===== config.mk =====
export PLATFORM = sky130hd
export DESIGN_NAME = vga_timing_gen_flat
export DESIGN_NICKNAME = d
export VERILOG_FILES = /design/src/rtl/vga_timing_pkg.sv /design/src/rtl/vga_timing_if.sv /design/src/rtl/vga_timing_raster_counter.sv /design/src/rtl/vga_timing_gen.sv /design/src/flat_wrapper.sv
export SDC_FILE = /design/constraint.sdc
export NUM_CORES = 1
export LEC_CHECK = 0
export ABC_AREA = 1
export BUFFER_PORTS_ARGS = -buffer_cell sky130_fd_sc_hd__buf_2
export CAP_MARGIN = 20
export CORE_MARGIN = 2
export CORE_UTILIZATION = 40
export DETAILED_ROUTE_END_ITERATION = 8
export SLEW_MARGIN = 20
export SYNTH_ARGS = -nofsm -noshare
export SYNTH_HDL_FRONTEND = slang
export SYNTH_SLANG_ARGS = --single-unit

===== constraint.sdc =====
create_clock -name clk -period 1.9 [get_ports clk]
set_clock_uncertainty 0.1 [all_clocks]
set_input_delay 0.095 -clock clk [delete_from_list [all_inputs] [get_ports clk]]
set_output_delay 0.095 -clock clk [all_outputs]
set_load 0.03 [all_outputs]

===== src/rtl/vga_timing_pkg.sv =====
// Shared constants and helpers for the VGA raster timing generator.
// Holds ready-made mode parameter sets and the arithmetic used to derive
// line/frame totals and counter widths from them.
package vga_timing_pkg;

  // Complete description of one video mode.
  typedef struct packed {
    int clk_div;
    int h_visible;
    int h_front;
    int h_sync;
    int h_back;
    int v_visible;
    int v_front;
    int v_sync;
    int v_back;
    int h_pol;
    int v_pol;
  } vga_mode_t;

  // 640x480@60: 25 MHz pixel clock from a 100 MHz board clock, negative syncs.
  localparam vga_mode_t MODE_640X480_60 = '{
    clk_div: 4, h_visible: 640, h_front: 16, h_sync: 96, h_back: 48,
    v_visible: 480, v_front: 10, v_sync: 2, v_back: 33, h_pol: 0, v_pol: 0
  };

  // 800x600@60: 40 MHz pixel clock taken directly as the system clock, positive syncs.
  localparam vga_mode_t MODE_800X600_60 = '{
    clk_div: 1, h_visible: 800, h_front: 40, h_sync: 128, h_back: 88,
    v_visible: 600, v_front: 1, v_sync: 4, v_back: 23, h_pol: 1, v_pol: 1
  };

  // Total pixels per line or lines per frame.
  function automatic int span_total(input int visible, input int front,
                                    input int sync, input int back);
    return visible + front + sync + back;
  endfunction

  // Counter width able to hold 0..total-1 (never narrower than one bit).
  function automatic int count_bits(input int total);
    return (total > 1) ? $clog2(total) : 1;
  endfunction

  // Inclusive window test used by the sync decoders.
  function automatic logic in_range(input int value, input int lo, input int hi);
    return (value >= lo) && (value <= hi);
  endfunction

endpackage


===== src/rtl/vga_timing_if.sv =====
// Raster timing bundle between the timing generator (master) and the pixel
// pipeline / output stage (slave).
interface vga_timing_if #(
  parameter int XBITS = 10,
  parameter int YBITS = 10
);
  logic             pixel_tick;
  logic [XBITS-1:0] x;
  logic [YBITS-1:0] y;
  logic             hsync;
  logic             vsync;
  logic             activevideo;
  logic             vblank;
  logic             line_start;
  logic             frame_start;

  modport master (
    output pixel_tick, x, y, hsync, vsync, activevideo, vblank, line_start, frame_start
  );

  modport slave (
    input pixel_tick, x, y, hsync, vsync, activevideo, vblank, line_start, frame_start
  );
endinterface


===== src/rtl/vga_timing_raster_counter.sv =====
// Wrapping counter 0..MAX with enable. count_next exposes the value the
// counter takes at the next edge so the parent can register decodes that
// line up with count; carry flags the enabled step that wraps to zero.
module raster_counter #(
  parameter int MAX   = 799,
  parameter int WIDTH = 10
) (
  input  logic             clk,
  input  logic             reset,
  input  logic             en,
  output logic [WIDTH-1:0] count,
  output logic [WIDTH-1:0] count_next,
  output logic             carry
);
  localparam logic [WIDTH-1:0] LAST = WIDTH'(MAX);

  // Next-count and wrap-carry computation.
  always_comb begin
    carry = en && (count == LAST);
    if (!en) begin
      count_next = count;
    end else if (count == LAST) begin
      count_next = '0;
    end else begin
      count_next = count + WIDTH'(1'b1);
    end
  end

  // Count register with synchronous clear.
  always_ff @(posedge clk) begin
    if (reset) begin
      count <= '0;
    end else begin
      count <= count_next;
    end
  end
endmodule


===== src/rtl/vga_timing_gen.sv =====
// Parametrised VGA raster timing generator: pixel-enable prescaler, x/y
// counters, sync pulses, active/blanking flags and line/frame strobes.
// Optional build macro VGA_TIMING_PIPE_EN delays hsync/vsync/activevideo by
// PIPE_DELAY pixel ticks to match a pipelined pixel path.
module vga_timing_gen
  import vga_timing_pkg::*;
#(
  parameter int CLK_DIV   = 4,
  parameter int H_VISIBLE = 640,
  parameter int H_FRONT   = 16,
  parameter int H_SYNC    = 96,
  parameter int H_BACK    = 48,
  parameter int V_VISIBLE = 480,
  parameter int V_FRONT   = 10,
  parameter int V_SYNC    = 2,
  parameter int V_BACK    = 33,
  parameter int H_POL     = 0,
  parameter int V_POL     = 0,
`ifdef VGA_TIMING_PIPE_EN
  parameter int PIPE_DELAY = 2,
`endif
  parameter int XBITS = count_bits(span_total(H_VISIBLE, H_FRONT, H_SYNC, H_BACK)),
  parameter int YBITS = count_bits(span_total(V_VISIBLE, V_FRONT, V_SYNC, V_BACK))
) (
  input  logic clk,
  input  logic reset,
  vga_timing_if.master vga
);
  localparam int H_TOTAL  = span_total(H_VISIBLE, H_FRONT, H_SYNC, H_BACK);
  localparam int V_TOTAL  = span_total(V_VISIBLE, V_FRONT, V_SYNC, V_BACK);
  localparam int HS_FIRST = H_VISIBLE + H_FRONT;
  localparam int HS_LAST  = H_VISIBLE + H_FRONT + H_SYNC - 1;
  localparam int VS_FIRST = V_VISIBLE + V_FRONT;
  localparam int VS_LAST  = V_VISIBLE + V_FRONT + V_SYNC - 1;
  localparam int DIV_BITS = count_bits(CLK_DIV);
  localparam logic [DIV_BITS-1:0] DIV_LAST = DIV_BITS'(CLK_DIV - 1);
  localparam logic HS_ON  = (H_POL != 0) ? 1'b1 : 1'b0;
  localparam logic VS_ON  = (V_POL != 0) ? 1'b1 : 1'b0;

  if (CLK_DIV < 1 || H_FRONT < 1 || H_SYNC < 1 || H_BACK < 1 ||
      V_FRONT < 1 || V_SYNC < 1 || V_BACK < 1) begin : g_bad_params
    $fatal(1, "vga_timing_gen: CLK_DIV must be >= 1 and porch/sync widths nonzero");
  end

  logic [DIV_BITS-1:0] div_cnt;
  logic [DIV_BITS-1:0] div_next;
  logic                tick;
  logic [XBITS-1:0]    x;
  logic [XBITS-1:0]    x_next;
  logic                x_wrap;
  logic [YBITS-1:0]    y;
  logic [YBITS-1:0]    y_next;
  logic                y_wrap;
  logic                vblank_r;
  logic                line_start_r;
  logic                frame_start_r;

  // Prescaler next value: wraps after CLK_DIV system clocks.
  always_comb begin
    if (div_cnt == DIV_LAST) begin
      div_next = '0;
    end else begin
      div_next = div_cnt + DIV_BITS'(1'b1);
    end
  end

  // Prescaler and pixel_tick register; tick is high while div_cnt sits at its last value.
  always_ff @(posedge clk) begin
    if (reset) begin
      div_cnt <= '0;
      tick    <= 1'b0;
    end else begin
      div_cnt <= div_next;
      tick    <= (div_next == DIV_LAST);
    end
  end

  raster_counter #(.MAX(H_TOTAL - 1), .WIDTH(XBITS)) u_x_counter (
    .clk       (clk),
    .reset     (reset),
    .en        (tick),
    .count     (x),
    .count_next(x_next),
    .carry     (x_wrap)
  );

  raster_counter #(.MAX(V_TOTAL - 1), .WIDTH(YBITS)) u_y_counter (
    .clk       (clk),
    .reset     (reset),
    .en        (x_wrap),
    .count     (y),
    .count_next(y_next),
    .carry     (y_wrap)
  );

  // Blanking flag and strobes, registered from the next raster position so they align with x/y.
  always_ff @(posedge clk) begin
    if (reset) begin
      vblank_r      <= 1'b0;
      line_start_r  <= 1'b0;
      frame_start_r <= 1'b0;
    end else begin
      vblank_r      <= (int'(y_next) >= V_VISIBLE);
      line_start_r  <= x_wrap;
      frame_start_r <= x_wrap && y_wrap;
    end
  end

`ifdef VGA_TIMING_PIPE_EN
  if (PIPE_DELAY < 1) begin : g_bad_pipe
    $fatal(1, "vga_timing_gen: PIPE_DELAY must be >= 1");
  end

  logic [PIPE_DELAY-1:0] hs_pipe;
  logic [PIPE_DELAY-1:0] vs_pipe;
  logic [PIPE_DELAY-1:0] av_pipe;
  logic                  hs_cur;
  logic                  vs_cur;
  logic                  av_cur;

  // Sync/active levels of the current raster position, fed into the delay line.
  always_comb begin
    hs_cur = in_range(int'(x), HS_FIRST, HS_LAST) ? HS_ON : ~HS_ON;
    vs_cur = in_range(int'(y), VS_FIRST, VS_LAST) ? VS_ON : ~VS_ON;
    av_cur = (int'(x) < H_VISIBLE) && (int'(y) < V_VISIBLE);
  end

  // Delay line advanced once per pixel; resets to inactive levels.
  always_ff @(posedge clk) begin
    if (reset) begin
      hs_pipe <= {PIPE_DELAY{~HS_ON}};
      vs_pipe <= {PIPE_DELAY{~VS_ON}};
      av_pipe <= '0;
    end else if (tick) begin
      hs_pipe <= PIPE_DELAY'({hs_pipe, hs_cur});
      vs_pipe <= PIPE_DELAY'({vs_pipe, vs_cur});
      av_pipe <= PIPE_DELAY'({av_pipe, av_cur});
    end else begin
      hs_pipe <= hs_pipe;
      vs_pipe <= vs_pipe;
      av_pipe <= av_pipe;
    end
  end

  assign vga.hsync       = hs_pipe[PIPE_DELAY-1];
  assign vga.vsync       = vs_pipe[PIPE_DELAY-1];
  assign vga.activevideo = av_pipe[PIPE_DELAY-1];
`else
  logic hsync_r;
  logic vsync_r;
  logic active_r;

  // Sync and active flags registered from the next position: zero latency against x/y.
  always_ff @(posedge clk) begin
    if (reset) begin
      hsync_r  <= ~HS_ON;
      vsync_r  <= ~VS_ON;
      active_r <= 1'b1;
    end else begin
      hsync_r  <= in_range(int'(x_next), HS_FIRST, HS_LAST) ? HS_ON : ~HS_ON;
      vsync_r  <= in_range(int'(y_next), VS_FIRST, VS_LAST) ? VS_ON : ~VS_ON;
      active_r <= (int'(x_next) < H_VISIBLE) && (int'(y_next) < V_VISIBLE);
    end
  end

  assign vga.hsync       = hsync_r;
  assign vga.vsync       = vsync_r;
  assign vga.activevideo = active_r;
`endif

  assign vga.pixel_tick  = tick;
  assign vga.x           = x;
  assign vga.y           = y;
  assign vga.vblank      = vblank_r;
  assign vga.line_start  = line_start_r;
  assign vga.frame_start = frame_start_r;
endmodule


===== src/flat_wrapper.sv =====
// flat-port wrapper written by rule: the top's interface ports become plain ports
module vga_timing_gen_flat import vga_timing_pkg::*;
#(
  parameter int CLK_DIV   = 4,
  parameter int H_VISIBLE = 640,
  parameter int H_FRONT   = 16,
  parameter int H_SYNC    = 96,
  parameter int H_BACK    = 48,
  parameter int V_VISIBLE = 480,
  parameter int V_FRONT   = 10,
  parameter int V_SYNC    = 2,
  parameter int V_BACK    = 33,
  parameter int H_POL     = 0,
  parameter int V_POL     = 0,

  parameter int XBITS = count_bits(span_total(H_VISIBLE, H_FRONT, H_SYNC, H_BACK)),
  parameter int YBITS = count_bits(span_total(V_VISIBLE, V_FRONT, V_SYNC, V_BACK))
)
  (clk, reset, vga_pixel_tick, vga_x, vga_y, vga_hsync, vga_vsync, vga_activevideo, vga_vblank, vga_line_start, vga_frame_start);
  vga_timing_if #(.XBITS(XBITS), .YBITS(YBITS)) vga_i ();
  input  logic clk;
  input  logic reset;
  output wire logic [$bits(vga_i.pixel_tick)-1:0] vga_pixel_tick;
  output wire logic [$bits(vga_i.x)-1:0] vga_x;
  output wire logic [$bits(vga_i.y)-1:0] vga_y;
  output wire logic [$bits(vga_i.hsync)-1:0] vga_hsync;
  output wire logic [$bits(vga_i.vsync)-1:0] vga_vsync;
  output wire logic [$bits(vga_i.activevideo)-1:0] vga_activevideo;
  output wire logic [$bits(vga_i.vblank)-1:0] vga_vblank;
  output wire logic [$bits(vga_i.line_start)-1:0] vga_line_start;
  output wire logic [$bits(vga_i.frame_start)-1:0] vga_frame_start;
  assign vga_pixel_tick = vga_i.pixel_tick;
  assign vga_x = vga_i.x;
  assign vga_y = vga_i.y;
  assign vga_hsync = vga_i.hsync;
  assign vga_vsync = vga_i.vsync;
  assign vga_activevideo = vga_i.activevideo;
  assign vga_vblank = vga_i.vblank;
  assign vga_line_start = vga_i.line_start;
  assign vga_frame_start = vga_i.frame_start;
  vga_timing_gen #(.CLK_DIV(CLK_DIV), .H_VISIBLE(H_VISIBLE), .H_FRONT(H_FRONT), .H_SYNC(H_SYNC), .H_BACK(H_BACK), .V_VISIBLE(V_VISIBLE), .V_FRONT(V_FRONT), .V_SYNC(V_SYNC), .V_BACK(V_BACK), .H_POL(H_POL), .V_POL(V_POL), .XBITS(XBITS), .YBITS(YBITS)) u_core (.clk(clk), .reset(reset), .vga(vga_i));
endmodule

==> impl_metrics.py <==
metrics = {
    "timing": {
        "hold_violations": 0,
        "timing_worst_slew_pin_value_ns": 0.371,
        "layout_min_cycle_time_ns": 1.78,
        "setup_viol": 0,
        "post-route-period-util": 0.935,
        "worst_slack_ns": 0.124,
        "max_clock_freq_ghz": 0.563,
        "timing.slew.headroom": 0.752,
        "worst_hold_slack_ns": 0.0939,
        "drv_slew": 0,
    },
    "floorplanning": {
        "initial_utilization": 0.416,
        "die_boundary_height_um": 65.7,
        "die_x_um": 65.7,
        "floorplan.die_area_um2": 4320,
        "core_area_um2": 3660,
        "num_rows": 22,
        "io_pins": 29,
    },
    "logic_synthesis": {
        "post-synth-top-area-fraction": 0.381,
        "syn_area_cell_um2": 6.71,
        "post-synth-top-area-cell": "sky130_fd_sc_hd__dfxtp_1",
        "netlist_instances": 227,
        "synth_cell_type_count": 32,
        "synth_seq_area_share": 0.381,
        "synth_enable_flop_cells": 0,
        "synth_area_leaders": "sky130_fd_sc_hd__dfxtp_1 38%, sky130_fd_sc_hd__nand2_1 15%, sky130_fd_sc_hd__nor2_1 10%",
        "synth.most_common_cell": "sky130_fd_sc_hd__nand2_1",
        "postSynthRegisterBits": 29,
        "yosys_most_used_dff": "sky130_fd_sc_hd__dfxtp_1",
        "synth_warn": 0,
        "mappedNetlistNets": 234,
        "syn-cell-area_um2": 1520,
        "postSynth.asyncResetShare": 0,
        "ys_top_cells_by_count": "59 x sky130_fd_sc_hd__nand2_1, 41 x sky130_fd_sc_hd__nor2_1, 34 x sky130_fd_sc_hd__inv_1, 29 x sky130_fd_sc_hd__dfxtp_1, 13 x sky130_fd_sc_hd__nand3_1",
    },
    "clock_tree": {
        "cts-buffers-inserted": 5,
        "cts.reportedPaths.clkPinSlew_ns": 0.07,
        "ctsHoldBuffers": 0,
        "htree_levels": 2,
        "cts-root-to-sink-buffers": 2,
        "clock_latency_ns": 0.28,
        "cts.sinks": 29,
        "cts_tree": "yes",
        "cts_root_buffer": "sky130_fd_sc_hd__clkbuf_8",
    },
    "power": {
        "maximum_vdd_drop_mv": 0.443,
        "powerDensity_nw_per_um2": 701,
        "cellLeakagePower_uw": 0.000848,
    },
    "setup_path": {
        "required_ns": 1.98,
        "worstReg2RegStart": "u_core.u_x_counter.count[0]",
        "worst_path_max_delay_cell": "sky130_fd_sc_hd__dfxtp_2",
        "cp_cell_sequence": "ha_1 > inv_1 > nor2_2 > nand4_1 > nand2_1 > nand3_1 > nor2_1 > nand3_2 > nand2b_1",
        "cp_slowest_stage_delay_ns": 0.36,
        "worstSetupStartpointType": "flip-flop",
        "worst_r2r_endpoint": "u_core.vga.vsync",
        "arrival_time_of_the_worst_setup_path_ns": 1.85,
        "rr_worst_depth": 9,
        "regToRegSetupSlack_ns": 0.12,
        "setup.worst_path.end_class": "flip-flop",
        "worst-path-max-fanout": 4,
        "worst-setup-path-type": "flip-flop to flip-flop",
    },
    "layout": {
        "drive_above_1_share": 0.235,
        "syn_to_final_growth_pct": 23.8,
        "insertedDiodeCount": 0,
        "nNetsFinal": 270,
        "nFillCells": 380,
        "non_filler_cell_area_final_um2": 1890,
    },
    "global_route": {
        "globalRouteTotalUtil": 0.177,
        "antenna_found_initial": 0,
        "global_route.overflow_total": 0,
        "first_pass_grt_wire_length_um": 5730,
        "grt_start_max_net_pins": 20,
        "grt_pass1_vias": 1326,
    },
    "route": {
        "post_drt_via_cell_ratio": 4.66,
        "routed_wl_um": 3420,
        "drt-wirelength-per-cell_um": 11.0,
        "post-route-drc-count": 0,
        "first_iter_violations": 76,
        "num_vias": 1454,
        "first_pass_iters": 4,
        "route.antenna.remaining_nets": 0,
    },
    "min_path": {
        "worstHoldPathType": "input pin to flip-flop",
        "hold_path.startpoint": "reset",
        "worstHoldEndpoint": "u_core.div_cnt[1]",
        "holdPathStages": 2,
    },
    "placement": {
        "placement.io_buffers": 28,
        "dpl-instance-area_um2": 1730,
        "gp_congestion": 0.888,
        "place.detailed.hpwl_um": 2580,
        "place_worst_setup_slack_ns": 0.0653,
    },
    "run_status": {
        "run_status": "completed",
    },
    "run": {
        "maxCapViolCount": 0,
    },
}
==> placed cells by master (no fill, tap or decap), types with 2 or more instances in the layout <==
cell type,instances
sky130_fd_sc_hd__nor2_4,2
sky130_fd_sc_hd__nand3_1,11
sky130_fd_sc_hd__nand2_2,2
sky130_fd_sc_hd__o21ai_0,5
sky130_fd_sc_hd__dfxtp_1,26
sky130_fd_sc_hd__nor2_1,35
sky130_fd_sc_hd__nand4_1,5
sky130_fd_sc_hd__clkbuf_8,5
sky130_fd_sc_hd__nand2_1,59
sky130_fd_sc_hd__nand3_2,2
sky130_fd_sc_hd__a21oi_1,2
sky130_fd_sc_hd__inv_1,34
sky130_fd_sc_hd__nor3_1,5
sky130_fd_sc_hd__ha_1,5
sky130_fd_sc_hd__xnor2_1,4
sky130_fd_sc_hd__buf_2,28
sky130_fd_sc_hd__nor2_2,7
sky130_fd_sc_hd__xor2_1,2
sky130_fd_sc_hd__o21ai_1,2
sky130_fd_sc_hd__buf_4,4
sky130_fd_sc_hd__dfxtp_2,3
==> metrics by stage <==
stage / total power [µW] / util / setup TNS (ns) / std cells
floorplan: 676 / - / 0 / 227
finish: 1320 / 0.515 / 0 / 312
detailed placement: 691 / 0.472 / 0 / 303
global route: 1380 / 0.515 / -0.0208 / 312
global placement: 691 / 0.472 / 0 / 303
CTS: 1340 / 0.504 / 0 / 311
==> worst max-delay path, delay by kind of cell, from the launching register on <==
family,cells,cell delay [ns]
and+or+nand+nor,7,0.95
DFF,1,0.36
adders and majority gates,1,0.19
buffers and inverters,1,0.06
==> power by group <==
group / internal, µW / switching, µW / leakage (µW) / total (µW)
logic: 17.1 / 34.0 / 0.000558 / 51.0
registers: 618 / 8.53 / 0.000236 / 627
clock network: 392 / 253 / 0.0000543 / 645
total: 1030 / 295 / 0.000848 / 1320
==> flip-flops by register name, indices dropped and copies added (netlist names) <==
| register | flops |
|---|---|
| u_core.vga.vsync | 1 |
| u_core.u_y_counter.count | 10 |
| u_core.vga.frame_start | 1 |
| u_core.vga.hsync | 1 |
| u_core.u_x_counter.count | 10 |
| u_core.vga.vblank | 1 |
| u_core.vga.activevideo | 1 |
| u_core.vga.pixel_tick | 1 |
| u_core.div_cnt | 2 |
| u_core.vga.line_start | 1 |
==> logic make-up (layout without fill, tap and decap cells) <==
kind of cell,count (synthesis),in the layout,synth area share
AO/OA/AOI/OAI,15,15,0.0608
XOR/XNOR,6,6,0.0345
adder cells (fa/ha/maj),5,5,0.0411
buffers and inverters,39,76,0.100
flip-flops,29,29,0.381
AND/OR/NAND/NOR,133,133,0.382
==> final cells by class <==
cell class              instances  area [µm²]  share of cell area
inverters                      36         136              0.0723
well taps                      48        60.1              0.0319
clock inverters                 3        46.3              0.0246
clock buffers                   5        68.8              0.0365
multi-input cells             159         820               0.435
flip-flops and latches         29         584               0.310
repair buffers                 32         170              0.0902
==> worst max path at each step <==
stage,slack (ns),cells past startpoint,to,start
2_1_floorplan,0.004,11,u_core.vga.vsync,u_core.u_x_counter.count[0]
3_3_place_gp,0.09,9,u_core.vga.vsync,u_core.u_x_counter.count[0]
3_5_place_dp,0.07,8,u_core.vga.vsync,u_core.u_x_counter.count[0]
4_1_cts,0.05,8,u_core.vga.vsync,u_core.u_x_counter.count[0]
5_1_grt,-0.02,9,u_core.vga.vsync,u_core.u_x_counter.count[0]
6_report,0.12,9,u_core.vga.vsync,u_core.u_x_counter.count[0]
==> repair_timing <==
action                     4_1_cts  5_1_grt
buffers inserted                 0        1
setup endpoints to repair        0        4
resized for setup                0       12
==> routing by layer <==
metal	GRT usage	wire [µm]	up-vias	part of all wire
met5	0	0	-	0
met4	0.0703	38	0	0.011
met3	0.0514	138	5	0.040
met2	0.283	1590	29	0.47
met1	0.223	1650	643	0.48
li1	-	-	777	-
(Power assumes the default switching activity.)
